--- src/rtl/seq_mult_8x8_if.sv ---
// Operand/result handshake bundle for the sequential 8x8 multiplier.
// The master issues start with operands; the slave returns the product and its status.
interface seq_mult_8x8_if;
   logic        start;
   logic [7:0]  A;
   logic [7:0]  B;
   logic [15:0] product;
   logic        busy;
   logic        done;

   modport master (output start, A, B, input product, busy, done);
   modport slave  (input start, A, B, output product, busy, done);
endinterface

--- src/rtl/seq_mult_8x8.sv ---
// Unsigned 8x8 shift-and-add multiplier: one 8-bit cascaded CLA add per iteration,
// eight iterations, 16-bit registered product with a start/busy/done handshake.

// 8-bit adder built from two 4-bit carry-lookahead groups with the group carry cascaded.
module CASCADE (
   input  logic [7:0] a,
   input  logic [7:0] b,
   input  logic       c_in,
   output logic [7:0] sum,
   output logic       cout
);
   function automatic logic [4:0] cla4(input logic [3:0] x, input logic [3:0] y, input logic ci);
      logic [3:0] g;
      logic [3:0] p;
      logic [4:0] c;
      g    = x & y;
      p    = x ^ y;
      c[0] = ci;
      c[1] = g[0] | (p[0] & ci);
      c[2] = g[1] | (p[1] & g[0]) | (p[1] & p[0] & ci);
      c[3] = g[2] | (p[2] & g[1]) | (p[2] & p[1] & g[0]) | (p[2] & p[1] & p[0] & ci);
      c[4] = g[3] | (p[3] & g[2]) | (p[3] & p[2] & g[1]) | (p[3] & p[2] & p[1] & g[0])
           | (p[3] & p[2] & p[1] & p[0] & ci);
      return {c[4], p ^ c[3:0]};
   endfunction

   logic [4:0] w_lo;
   logic [4:0] w_hi;

   assign w_lo = cla4(a[3:0], b[3:0], c_in);
   assign w_hi = cla4(a[7:4], b[7:4], w_lo[4]);
   assign sum  = {w_hi[3:0], w_lo[3:0]};
   assign cout = w_hi[4];
endmodule

// state | meaning
// IDLE  | waiting for start; operands captured on the accepting edge
// CALC  | eight add-and-shift iterations, busy high
// DONE  | one-cycle done pulse, product valid; start ignored
module seq_mult_8x8 (
   input  logic          clk,
   input  logic          rst,
   seq_mult_8x8_if.slave bus
);
   typedef enum logic [1:0] {S_IDLE, S_CALC, S_DONE} state_t;

   state_t      r_state;
   state_t      w_next;
   logic [7:0]  r_m;
   logic [7:0]  r_q;
   logic [7:0]  r_acc;
   logic [3:0]  r_cnt;
   logic [15:0] r_product;
   logic [7:0]  w_addend;
   logic [7:0]  w_sum;
   logic        w_cout;
   logic        w_busy;
   logic        w_done;

   assign w_addend = r_q[0] ? r_m : 8'h00;

   CASCADE u_add (
      .a    (r_acc),
      .b    (w_addend),
      .c_in (1'b0),
      .sum  (w_sum),
      .cout (w_cout)
   );

   always_ff @(posedge clk or posedge rst) begin
      if (rst) r_state <= S_IDLE;
      else     r_state <= w_next;
   end

   always_comb begin
      w_next = r_state;
      case (r_state)
         S_IDLE:  if (bus.start) w_next = S_CALC;
         S_CALC:  if (r_cnt == 4'd7) w_next = S_DONE;
         S_DONE:  w_next = S_IDLE;
         default: w_next = S_IDLE;
      endcase
   end

   always_comb begin
      w_busy = 1'b0;
      w_done = 1'b0;
      case (r_state)
         S_CALC:  w_busy = 1'b1;
         S_DONE:  w_done = 1'b1;
         default: ;
      endcase
   end

   always_ff @(posedge clk or posedge rst) begin
      if (rst) begin
         r_m       <= 8'h00;
         r_q       <= 8'h00;
         r_acc     <= 8'h00;
         r_cnt     <= 4'd0;
         r_product <= 16'h0000;
      end else begin
         case (r_state)
            S_IDLE: begin
               if (bus.start) begin
                  r_m   <= bus.A;
                  r_q   <= bus.B;
                  r_acc <= 8'h00;
                  r_cnt <= 4'd0;
               end
            end
            S_CALC: begin
               // the adder carry-out becomes ACC[7] so no product bit is lost
               r_acc <= {w_cout, w_sum[7:1]};
               r_q   <= {w_sum[0], r_q[7:1]};
               r_cnt <= r_cnt + 4'd1;
               if (r_cnt == 4'd7) r_product <= {w_cout, w_sum, r_q[7:1]};
            end
            default: ;
         endcase
      end
   end

   assign bus.product = r_product;
   assign bus.busy    = w_busy;
   assign bus.done    = w_done;
endmodule

--- src/flat_wrapper.sv ---
// flat-port wrapper written by rule: the top's interface ports become plain ports
module seq_mult_8x8_flat 
  (clk, rst, bus_start, bus_A, bus_B, bus_product, bus_busy, bus_done);
  seq_mult_8x8_if bus_i ();
  input  logic clk;
  input  logic rst;
  input wire logic [$bits(bus_i.start)-1:0] bus_start;
  input wire logic [$bits(bus_i.A)-1:0] bus_A;
  input wire logic [$bits(bus_i.B)-1:0] bus_B;
  output wire logic [$bits(bus_i.product)-1:0] bus_product;
  output wire logic [$bits(bus_i.busy)-1:0] bus_busy;
  output wire logic [$bits(bus_i.done)-1:0] bus_done;
  assign bus_i.start = bus_start;
  assign bus_i.A = bus_A;
  assign bus_i.B = bus_B;
  assign bus_product = bus_i.product;
  assign bus_busy = bus_i.busy;
  assign bus_done = bus_i.done;
  seq_mult_8x8 u_core (.clk(clk), .rst(rst), .bus(bus_i));
endmodule
--- config.mk ---
export PLATFORM = sky130hd
export DESIGN_NAME = seq_mult_8x8_flat
export DESIGN_NICKNAME = d
export VERILOG_FILES = /design/src/rtl/seq_mult_8x8_if.sv /design/src/rtl/seq_mult_8x8.sv /design/src/flat_wrapper.sv
export SDC_FILE = /design/constraint.sdc
export NUM_CORES = 1
export LEC_CHECK = 0
export BUFFER_PORTS_ARGS = -buffer_cell sky130_fd_sc_hd__buf_2
export CAP_MARGIN = 20
export CORE_MARGIN = 2
export CORE_UTILIZATION = 47
export CTS_CLUSTER_DIAMETER = 60
export DETAILED_ROUTE_END_ITERATION = 8
export PLACE_DENSITY = 0.68
export SYNTH_ARGS = -nofsm -noshare
export SYNTH_HDL_FRONTEND = slang
export SYNTH_SLANG_ARGS = --single-unit
--- constraint.sdc ---
create_clock -name clk -period 2.95 [get_ports clk]
set_clock_uncertainty 0.05 [all_clocks]
set_input_delay 0.4425 -clock clk [delete_from_list [all_inputs] [get_ports clk]]
set_output_delay 0.4425 -clock clk [all_outputs]
set_load 0.005 [all_outputs]
**Word level (Yosys, flattened, before mapping)**

Cells that the tools add are included.

- Output and inout bits: 18
- Input bits: 19
- Word-level logic and storage cells: 77
- Register bits: 46

- Mux-type cells: 12
- Equal/unequal tests: 5
- Add/sub/neg operators: 1
- Reductions and logical operators: 6
- Bitwise operators: 47

Operator list:

| kind | number |
|---|---|
| $pmux 8 s2 | 2 |
| $and 1x1->1 | 25 |
| $mux 8 | 3 |
| $or 1x1->1 | 16 |
| $xor 4x4->4 | 4 |
| $and 4x4->4 | 2 |
| $pmux 4 s2 | 1 |
| $reduce_and 2->1 | 4 |
| $add 4x1->4 const B | 1 |
| $eq 4x3->1 const B | 1 |
| $mux 2 | 2 |
| $mux 4 | 1 |
| $pmux 2 s2 | 1 |
| $eq 2x1->1 const B | 1 |
| $eq 2x2->1 const B | 1 |
| $logic_not 2->1 | 1 |
| $mux 1 | 2 |
| $ne 2x1->1 const B | 1 |
| $ne 2x2->1 const B | 1 |
| $reduce_bool 2->1 | 1 |

**Longest topological paths before layout**

Gate-level depths: netlist (run 1).

- Word-level depth: 10
- Mapped depth: 9
- Depth with buffers taken out: 7

**By module**

Synthesis (run 1) repeated with hierarchy kept, for this count alone.

- Cell total of the unflattened synthesis: 215
- Area total of the unflattened synthesis: 2212.1 sq um

Modules (own cells, without submodules):

| module | sequential area each (sq um) | area an instance (sq um) | cells an instance | times used |
|---|---|---|---|---|
| seq_mult_8x8 | 1151.1 | 1884.3 | 174 | 1 |
| CASCADE | 0.0 | 327.8 | 41 | 1 |

**Worst setup path after synthesis (run 1)**

No wires, ideal clock.

- Path type: register -> register
- From: reg u_core.r_q[0]
- To: reg u_core.r_acc[3]
- Cell stages (with the launch flop): 7
- Library setup time: 0.083 ns
- Data required time: 2.817 ns
- Arrival time: 2.110 ns
- Buffers on the path: 0
- Slack: 0.708 ns
- Clock period less this slack: 2.242 ns
- Cell sequence: dfrtp_1 > and2_1 > ha_1 > a21o_2 > a21oi_1 > fa_1 > o21ai_0

- Longest elaborated chain between the ends: 8
- Elaborated cells on any way between the ends: 14
- Classes of those cells: mux: 2; bitwise: 12

Ends and longest elaborated chain:

| element | line | RTL |
|---|---|---|
| start: declaration | seq_mult_8x8.sv:50 | `logic [7:0] r_q;` |
| start signal: assignment | seq_mult_8x8.sv:107 | `r_q <= bus.B;` |
| start signal: assignment | seq_mult_8x8.sv:115 | `r_q <= {w_sum[0], r_q[7:1]};` |
| $mux 8 (*) | seq_mult_8x8.sv:60 | `assign w_addend = r_q[0] ? r_m : 8'h00;` |
| $xor 4x4->4 or $and 4x4->4 (tied branches) | seq_mult_8x8.sv:17, seq_mult_8x8.sv:16 |  |
| $and 1x1->1, on equally long branches | -- |  |
| $or 1x1->1 (tied with other cells) | seq_mult_8x8.sv:22 | `c[4] = g[3] \| (p[3] & g[2]) \| (p[3] & p[2] & g[1]) \| (p[3] & p[2] & p[1] & g[0])` |
| $or 1x1->1 or $and 1x1->1 (tied branches) | seq_mult_8x8.sv:22 |  |
| $or 1x1->1 | seq_mult_8x8.sv:22 |  |
| $xor 4x4->4 (*) | seq_mult_8x8.sv:24 | `return {c[4], p ^ c[3:0]};` |
| $pmux 8 s2 (*) | seq_mult_8x8.sv:103 | `case (r_state)` |
| end signal: assignment | seq_mult_8x8.sv:114 | `r_acc <= {w_cout, w_sum[7:1]};` |
| end: declaration | seq_mult_8x8.sv:51 | `logic [7:0] r_acc;` |

Every way passes the cells marked *; elsewhere a longest branch is shown, timed or not.
A chain may end at the register's enable or synchronous reset.

**Worst setup path after layout (run 1)**

- From: reg u_core.r_q[0]
- To: reg u_core.r_product[11], in the netlist u_core.bus.product[11]

- Longest elaborated chain between the ends: 7
- Elaborated cells on any way between the ends: 13
- Classes of those cells: mux: 1; bitwise: 12

Ends and longest elaborated chain:

| element | line | RTL |
|---|---|---|
| $mux 8 (*) | seq_mult_8x8.sv:60 |  |
| $xor 4x4->4 or $and 4x4->4 (tied branches) | seq_mult_8x8.sv:17, seq_mult_8x8.sv:16 |  |
| $and 1x1->1, on equally long branches | -- |  |
| $or 1x1->1 (tied with other cells) | seq_mult_8x8.sv:22 |  |
| $or 1x1->1 or $and 1x1->1 (tied branches) | seq_mult_8x8.sv:22 |  |
| $or 1x1->1 | seq_mult_8x8.sv:22 |  |
| $xor 4x4->4 (*) | seq_mult_8x8.sv:24 |  |
| end signal: assignment | seq_mult_8x8.sv:117 | `if (r_cnt == 4'd7) r_product <= {w_cout, w_sum, r_q[7:1]};` |
| end: declaration | seq_mult_8x8.sv:53 | `logic [15:0] r_product;` |

Marks and branches as above.

==> results.json, run 1 <==
{
  "status": "completed",
  "critPathCaptureType": "flip-flop",
  "synthFlopType": "dfrtp_1",
  "layout_common_cells": "dfrtp_1 (46), nand2_1 (42), buf_2 (36)",
  "num_rows": 25,
  "power.density_nw_per_um2": 950,
  "post-route-drc-count": 0,
  "tightest_slew_ps": 515,
  "gr-total-overflow": 0,
  "die_y_um": 73.7,
  "holdBufCountCts": 0,
  "finalMaxSlewViolations": 0,
  "period_needed_ps": 2540,
  "insertedDiodeCount": 0,
  "synthCells": 221,
  "final_nets": 292,
  "io_pins": 37,
  "grt_pass1_vias": 1654,
  "hold_class": "input pin to async pin",
  "worstSetupStartpointType": "flip-flop",
  "drv_cap": 0,
  "p_leak_nw": 1.34,
  "rsz0062_at_grt": "false",
  "grt.busiest_layer": "met2",
  "ys_seq_area_share_pct": 50.4,
  "syn_nets": 251,
  "grt_pass1_wl_um": 7850,
  "fp.dieW_um": 73.7,
  "slew_headroom_pct": 65.6,
  "synthDistinctLibCells": 46,
  "hold_violations": 0,
  "core-area_um2": 4690,
  "worst-path-buf-inv": 0,
  "postCtsSetupBuffers": 0,
  "firstDrtPassIters": 5,
  "final_common_cell": "dfrtp_1",
  "syn_area_um2": 2280,
  "synth-edff-count": 0,
  "post-route-period-util_pct": 86.0,
  "ant_nets": 0,
  "crit_family": "adder cells",
  "critical-path-max-stage-delay_ps": 520,
  "holdWs_ps": 44.5,
  "grt_use_met1_pct": 26.5,
  "wirelength_um": 4570,
  "area_delta_synth_final_pct": 15.0,
  "clock-root-buffer": "clkbuf_8",
  "hpwl_um": 3280,
  "antenna_found_initial": 0,
  "start_util_pct": 48.6,
  "clk_pin_slew_ps": 80,
  "grt_max_degree": 47,
  "numCtsBuffers": 5,
  "gr-usage-met2_pct": 29.0,
  "routed_via_density": 5.34,
  "syn-mean-instance-area_um2": 10.3,
  "ir_worst_vdd_mv": 0.417,
  "synth_seq_cells": 46,
  "ctsResizeCount": 0,
  "layout-drive-gt1-share_pct": 24.5,
  "gp_congestion": 0.894,
  "htree_levels": 2,
  "crit_path_max_fanout": 10,
  "clockBufferDepth": 2,
  "die_area_um2": 5430,
  "slowest_stage": "fa_1",
  "final.setup.tns_ps": 0,
  "portBuffers": 36,
  "drt_iter0_drc": 109,
  "met3_usage_pct": 3.57,
  "vias": 1683,
  "crit_type": "flip-flop to flip-flop",
  "ys_async_sr_fraction_pct": 100,
  "wl_per_cell_um": 14.5,
  "yosys_warnings": 0,
  "cts_sinks": 46,
  "worstPathRequired_ps": 3120,
  "path_cells": "and2_1 -> ha_1 -> a21o_2 -> a21oi_1 -> fa_1 -> o21ai_0",
  "clock.fmax_ghz": 0.394,
  "grt_util_all_layers_pct": 18.9,
  "worst_ep_arrival_time_ps": 2700,
  "cts_tree": "yes",
  "setup_viol": 0,
  "clock_latency_ps": 290
}
worst register-to-register path, stage by stage, from the launching register on:
cell     delay [ps]
dfrtp_1         480
and2_1          210
ha_1            340
a21o_2          240
a21oi_1         440
fa_1            520
o21ai_0         180
power by group:
part | leakage [nW] | internal, mW | switching, mW
clock network | 0.0431 | 0.181 | 0.192
logic | 0.716 | 0.492 | 0.530
registers | 0.579 | 0.908 | 0.191
final timing paths:
| check | from | endpoint | slack (ps) | cells after the start |
|---|---|---|---|---|
| worst max-delay path | u_core.r_q[0] | u_core.bus.product[11] | 410 | 6 |
| worst min-delay path | rst | u_core.r_m[2] | 40 | 2 |
| worst max register to register | u_core.r_q[0] | u_core.bus.product[11] | 410 | 6 |
| worst min register to register | u_core.bus.product[2] | u_core.bus.product[2] | 420 | 2 |
| max in group asynchronous | rst | u_core.bus.product[4] | 2330 | 3 |
| min in group clk | bus_A[7] | u_core.r_m[7] | 320 | 2 |
routing by layer:
layer / vias to the layer above / routed length, um
li1: 853 / -
met1: 792 / 2190
met2: 33 / 2140
met3: 5 / 171
met4: 0 / 65
met5: - / 0
stage by stage:
| step | total power [mW] | cell area, um^2 | util (%) | std cells | setup WS [ps] |
|---|---|---|---|---|---|
| after global placement | 2.11 | 2520 | 53.8 | 308 | 521 |
| after floorplan | 1.82 | 2280 | - | 221 | 708 |
| after detailed placement | 2.14 | 2520 | 53.8 | 308 | 443 |
| after CTS | 2.52 | 2610 | 55.5 | 314 | 420 |
| final | 2.49 | 2630 | 55.9 | 315 | 412 |
| after global routing | 2.73 | 2630 | 55.9 | 315 | 211 |
cell usage after synthesis (all sizes together), types with 3 or more instances:
| cell type | n | area [um^2] |
|---|---|---|
| o21ai | 21 | 105 |
| dfrtp | 46 | 1150 |
| nand2 | 42 | 158 |
| inv | 6 | 22.5 |
| a22o | 3 | 26.3 |
| and2 | 9 | 56.3 |
| and3b | 5 | 43.8 |
| clkbuf | 4 | 15.0 |
| nor2b | 7 | 43.8 |
| mux2 | 9 | 101 |
| nor2 | 3 | 11.3 |
| a21oi | 11 | 55.1 |
| ha | 9 | 113 |
| a22oi | 5 | 37.5 |
| a21o | 4 | 31.3 |
| buf | 6 | 45.0 |
kinds of logic after synthesis:
logic type | share of synthesized area [%]
compound gates | 15.8
fa+ha+maj | 6.69
buf+inv | 3.62
simple gates | 17.4
mux | 4.88
xor+xnor | 1.15
flops | 50.4
sequential cells by signal (all words and copies together), names as in the netlist:
signal,cells
u_core.bus.product,16
u_core.r_acc,8
u_core.r_m,8
u_core.r_q,8
u_core.r_cnt,4
u_core.r_state,2
cell type report:
cell class / instances / area [um^2]
repair buffers: 44 / 253
well taps: 54 / 67.6
inverters: 6 / 22.5
multi-input cells: 159 / 1050
flip-flops and latches: 46 / 1150
clock buffers: 6 / 82.6
fillers: 425 / 2070
(Power assumes the default switching activity.)
==> run 2, diff against run 1 <==
Settings changed: CTS_BUF_LIST from default to sky130_fd_sc_hd__clkbuf_4.
==> run 2 against run 1 <==
Net effect: register-to-register slack barely moved; die area did not move; global-route usage fell by 0.086 points; sequential power barely moved; power fell by 4.4%; sequential share of layout area rose by 0.53 points; critical path type unchanged; fmax barely moved; design area fell by 1.2%; wire length barely moved; core utilization fell by 0.67 points; first-iteration DRC count rose by 7.3%; clock power fell by 29%.
==> results.json, run 2 (same netlist as run 1, synthesis figures left out) <==
{
  "die_y_um": 73.7,
  "clockBufferDepth": 2,
  "htree_levels": 2,
  "gr-total-overflow": 0,
  "ir_worst_vdd_mv": 0.405,
  "nFillCells": 431,
  "numCtsBuffers": 5,
  "p_leak_nw": 1.32,
  "power.density_nw_per_um2": 919,
  "postCtsSetupBuffers": 0,
  "num_rows": 25,
  "clock_latency_ps": 340,
  "critPathCaptureType": "flip-flop",
  "worstSetupStartpointType": "flip-flop",
  "post-route-period-util_pct": 86.0,
  "slew_headroom_pct": 65.6,
  "hold_start": "bus_A[7]",
  "drv_cap": 0,
  "wirelength_um": 4570,
  "crit_path_start": "u_core.r_q[0]",
  "rr_startpoint": "u_core.r_q[0]",
  "final_nets": 293,
  "grt_pass1_wl_um": 7820,
  "final_common_cell": "dfrtp_1",
  "final.setup.tns_ps": 0,
  "ctsResizeCount": 0,
  "path_cells": "and2_1 -> ha_1 -> a21o_2 -> a21oi_1 -> fa_1 -> o21ai_0",
  "instances_no_fill": 316,
  "clk_pin_slew_ps": 120,
  "status": "completed",
  "ant_nets": 0,
  "die_area_um2": 5430,
  "holdBufCountCts": 0,
  "antenna_found_initial": 0,
  "tightest_slew_ps": 516,
  "clock.fmax_ghz": 0.394,
  "cts_tree": "yes",
  "placed_cells": 308,
  "insertedDiodeCount": 0,
  "hold_class": "input pin to flip-flop",
  "worst_ep_arrival_time_ps": 2760,
  "cts_sinks": 46,
  "wl_per_cell_um": 14.5,
  "grt_util_all_layers_pct": 18.8,
  "largest_reg_flops": 16,
  "fp.dieW_um": 73.7,
  "drt_iter0_drc": 117,
  "start_util_pct": 48.6,
  "firstDrtPassIters": 4,
  "setup_viol": 0,
  "routed_via_density": 5.30,
  "portBuffers": 36,
  "area_delta_synth_final_pct": 13.7,
  "layout-drive-gt1-share_pct": 24.0,
  "crit_path_max_fanout": 10,
  "slowest_stage": "fa_1",
  "grt_pass1_vias": 1647,
  "grt_max_degree": 47,
  "crit_type": "flip-flop to flip-flop",
  "finalMaxSlewViolations": 0,
  "post-route-drc-count": 0,
  "io_pins": 37,
  "worstPathRequired_ps": 3170,
  "layout_common_cells": "dfrtp_1 (46), nand2_1 (42), buf_2 (36)",
  "critical-path-max-stage-delay_ps": 530,
  "hold_violations": 0,
  "period_needed_ps": 2540,
  "clock-root-buffer": "clkbuf_4",
  "rsz0062_at_grt": "false",
  "hpwl_um": 3280,
  "core-area_um2": 4690,
  "gp_congestion": 0.894,
  "total_power_mw": 2.38,
  "vias": 1675
}
-- run 2: final cells by class --
cell class	instances	area, um^2	area share (%)
flip-flops and latches	46	1150	44.4
multi-input cells	159	1050	40.4
repair buffers	45	263	10.1
well taps	54	67.6	2.60
clock buffers	5	37.5	1.45
inverters	6	22.5	0.868
clock inverters	1	3.75	0.145
-- run 2: routing by layer --
metal / part of all wire, % / global-route usage, %
met4: 1.4 / 5.45
met2: 47 / 29.1
met1: 48 / 26.4
met5: 0 / 0
met3: 4.0 / 4.39
-- run 2: stage by stage --
stage               hold WS [ps]  util, %  worst slack (ps)  instance area (um^2)
floorplan                    402        -               708                  2280
global placement             405     53.8               521                  2520
detailed placement           406     53.8               443                  2520
CTS                          246     54.6               416                  2560
global route                 252     55.3               206                  2590
finish                       265     55.3               414                  2590
-- run 2: path summary, 6_finish.rpt --
kind                                     endpoint  slack (ps)  depth (start not counted)
setup / recovery           u_core.bus.product[11]         410                          6
hold / removal                      u_core.r_m[7]         260                          2
setup reg to reg           u_core.bus.product[11]         410                          6
hold reg to reg             u_core.bus.product[2]         430                          2
max in group asynchronous   u_core.bus.product[4]        1840                          4
min in group asynchronous           u_core.r_m[2]         530                          3
-- run 2: power by group --
group	total, mW	internal (mW)	switching, mW
sequential	1.10	0.905	0.193
combinational	1.02	0.493	0.530
clock	0.263	0.0819	0.181
-- run 2: worst max-delay path: cells and delay by family, from the launching register on --
family | cells | cell delay (ps)
flops | 1 | 490
simple gates | 1 | 200
fa+ha+maj | 2 | 870
compound gates | 3 | 860
==> run 3, diff against run 2 <==
Settings changed: CORE_UTILIZATION 47 to 30, PLACE_DENSITY 0.68 to default.
==> run 3 against run 2 <==
Net effect: count of clock-buffer cells in the layout did not move; largest cell class unchanged; via count up 3.6%; power grew 5.3%; highest routed layer unchanged; fmax shrank 0.40%; combinational power about the same; core utilization is 19 points lower; global-route usage shrank 6.5 points; wire length up 5.5%; worst setup slack got worse by 10 ps; sequential share of layout area decreased by 1.2 points; first-iteration DRC count decreased by 10%; largest power group unchanged; non-clock buffer count is 1 lower.
==> results.json, run 3 (same netlist as run 1, synthesis figures left out) <==
{
  "status": "completed",
  "layout_common_cells": "dfrtp_1 (46), nand2_1 (42), buf_2 (36)",
  "rr_startpoint": "u_core.r_q[0]",
  "hold_class": "input pin to async pin",
  "postCtsSetupBuffers": 0,
  "layout-drive-gt1-share_pct": 25.1,
  "gr-total-overflow": 0,
  "die_area_um2": 8320,
  "clock-root-buffer": "clkbuf_4",
  "crit_path_max_fanout": 10,
  "routed_via_density": 4.80,
  "insertedDiodeCount": 0,
  "hpwl_um": 3410,
  "r2r_cells": 6,
  "grt_max_degree": 47,
  "post-route-drc-count": 0,
  "die_y_um": 91.2,
  "firstDrtPassIters": 4,
  "final_nets": 292,
  "ctsResizeCount": 0,
  "cts_tree": "yes",
  "cts_sinks": 46,
  "setup_viol": 0,
  "largest_reg_flops": 16,
  "total_power_mw": 2.51,
  "num_rows": 31,
  "final_common_cell": "dfrtp_1",
  "io_pins": 37,
  "grt_pass1_wl_um": 8220,
  "r2r_slack_ps": 400,
  "instances_no_fill": 362,
  "core-area_um2": 7290,
  "wl_per_cell_um": 13.3,
  "clockBufferDepth": 2,
  "ant_nets": 0,
  "clk_pin_slew_ps": 150,
  "gp_congestion": 0.861,
  "clock_latency_ps": 370,
  "drt_iter0_drc": 105,
  "post-route-util_pct": 36.5,
  "crit_type": "flip-flop to flip-flop",
  "worstSetupStartpointType": "flip-flop",
  "period_needed_ps": 2550,
  "power.density_nw_per_um2": 942,
  "finalMaxSlewViolations": 0,
  "numCtsBuffers": 5,
  "hold_violations": 0,
  "p_leak_nw": 1.33,
  "ir_worst_vdd_mv": 0.213,
  "portBuffers": 36,
  "grt_pass1_vias": 1701,
  "fp.dieW_um": 91.2,
  "post-route-period-util_pct": 86.3,
  "tightest_slew_ps": 951,
  "r2r_end": "u_core.r_acc[3]",
  "worstPathRequired_ps": 3200,
  "final.setup.tns_ps": 0,
  "placed_cells": 354,
  "holdBufCountCts": 0,
  "start_util_pct": 31.3,
  "htree_levels": 2,
  "antenna_found_initial": 0,
  "critPathCaptureType": "flip-flop",
  "rsz0062_at_grt": "false",
  "vias": 1736,
  "grt_util_all_layers_pct": 12.4,
  "wirelength_um": 4820,
  "clock.fmax_ghz": 0.393,
  "area_delta_synth_final_pct": 16.7,
  "drv_cap": 0,
  "worst_ep_arrival_time_ps": 2800,
  "slew_headroom_pct": 36.5
}
-- run 3: cell type report --
class                           instances  area [um^2]
Multi-Input combinational cell        159         1050
Tap cell                               99          124
Fill cell                             749         4630
Clock inverter                          3         40.0
Clock buffer                            5         37.5
Sequential cell                        46         1150
Timing Repair Buffer                   44          240
Inverter                                6         22.5
-- run 3: power by group --
| part | leakage, nW | internal (mW) | switching (mW) |
|---|---|---|---|
| combinational | 0.711 | 0.496 | 0.552 |
| clock | 0.0450 | 0.176 | 0.203 |
| sequential | 0.579 | 0.905 | 0.178 |
-- run 3: critical path: stages (launching register included) --
cell and delay (ps):
dfrtp_1 500, and2_1 210, ha_1 350, a21o_2 240
a21oi_1 440, fa_1 520, o21ai_0 170
-- run 3: metal layers --
layer | GRT usage [%] | wire (um) | vias to the layer above
met5 | 0 | 0 | -
met1 | 15.5 | 2220 | 815
li1 | - | - | 865
met3 | 3.24 | 248 | 6
met4 | 4.92 | 64 | 0
met2 | 20.3 | 2280 | 50
-- run 3: worst max path at each step --
stage	slack, ps	start	cells after the start	endpoint
5_1_grt	260	u_core.r_q[0]	7	u_core.r_acc[4]
3_5_place_dp	440	u_core.r_q[0]	6	u_core.r_acc[3]
2_1_floorplan	710	u_core.r_q[0]	6	u_core.r_acc[3]
3_3_place_gp	520	u_core.r_q[0]	6	u_core.bus.product[11]
4_1_cts	420	u_core.r_q[0]	6	u_core.r_acc[3]
6_report	400	u_core.r_q[0]	6	u_core.r_acc[3]
-- run 3: metrics by stage --
| step | hold slack, ps | setup WS, ps | area [um^2] |
|---|---|---|---|
| 2_1_floorplan | 402 | 708 | 2280 |
| 3_3_place_gp | 403 | 522 | 2590 |
| 3_5_place_dp | 407 | 441 | 2590 |
| 4_1_cts | 236 | 418 | 2660 |
| 5_1_grt | 234 | 264 | 2660 |
| 6_report | 223 | 404 | 2660 |
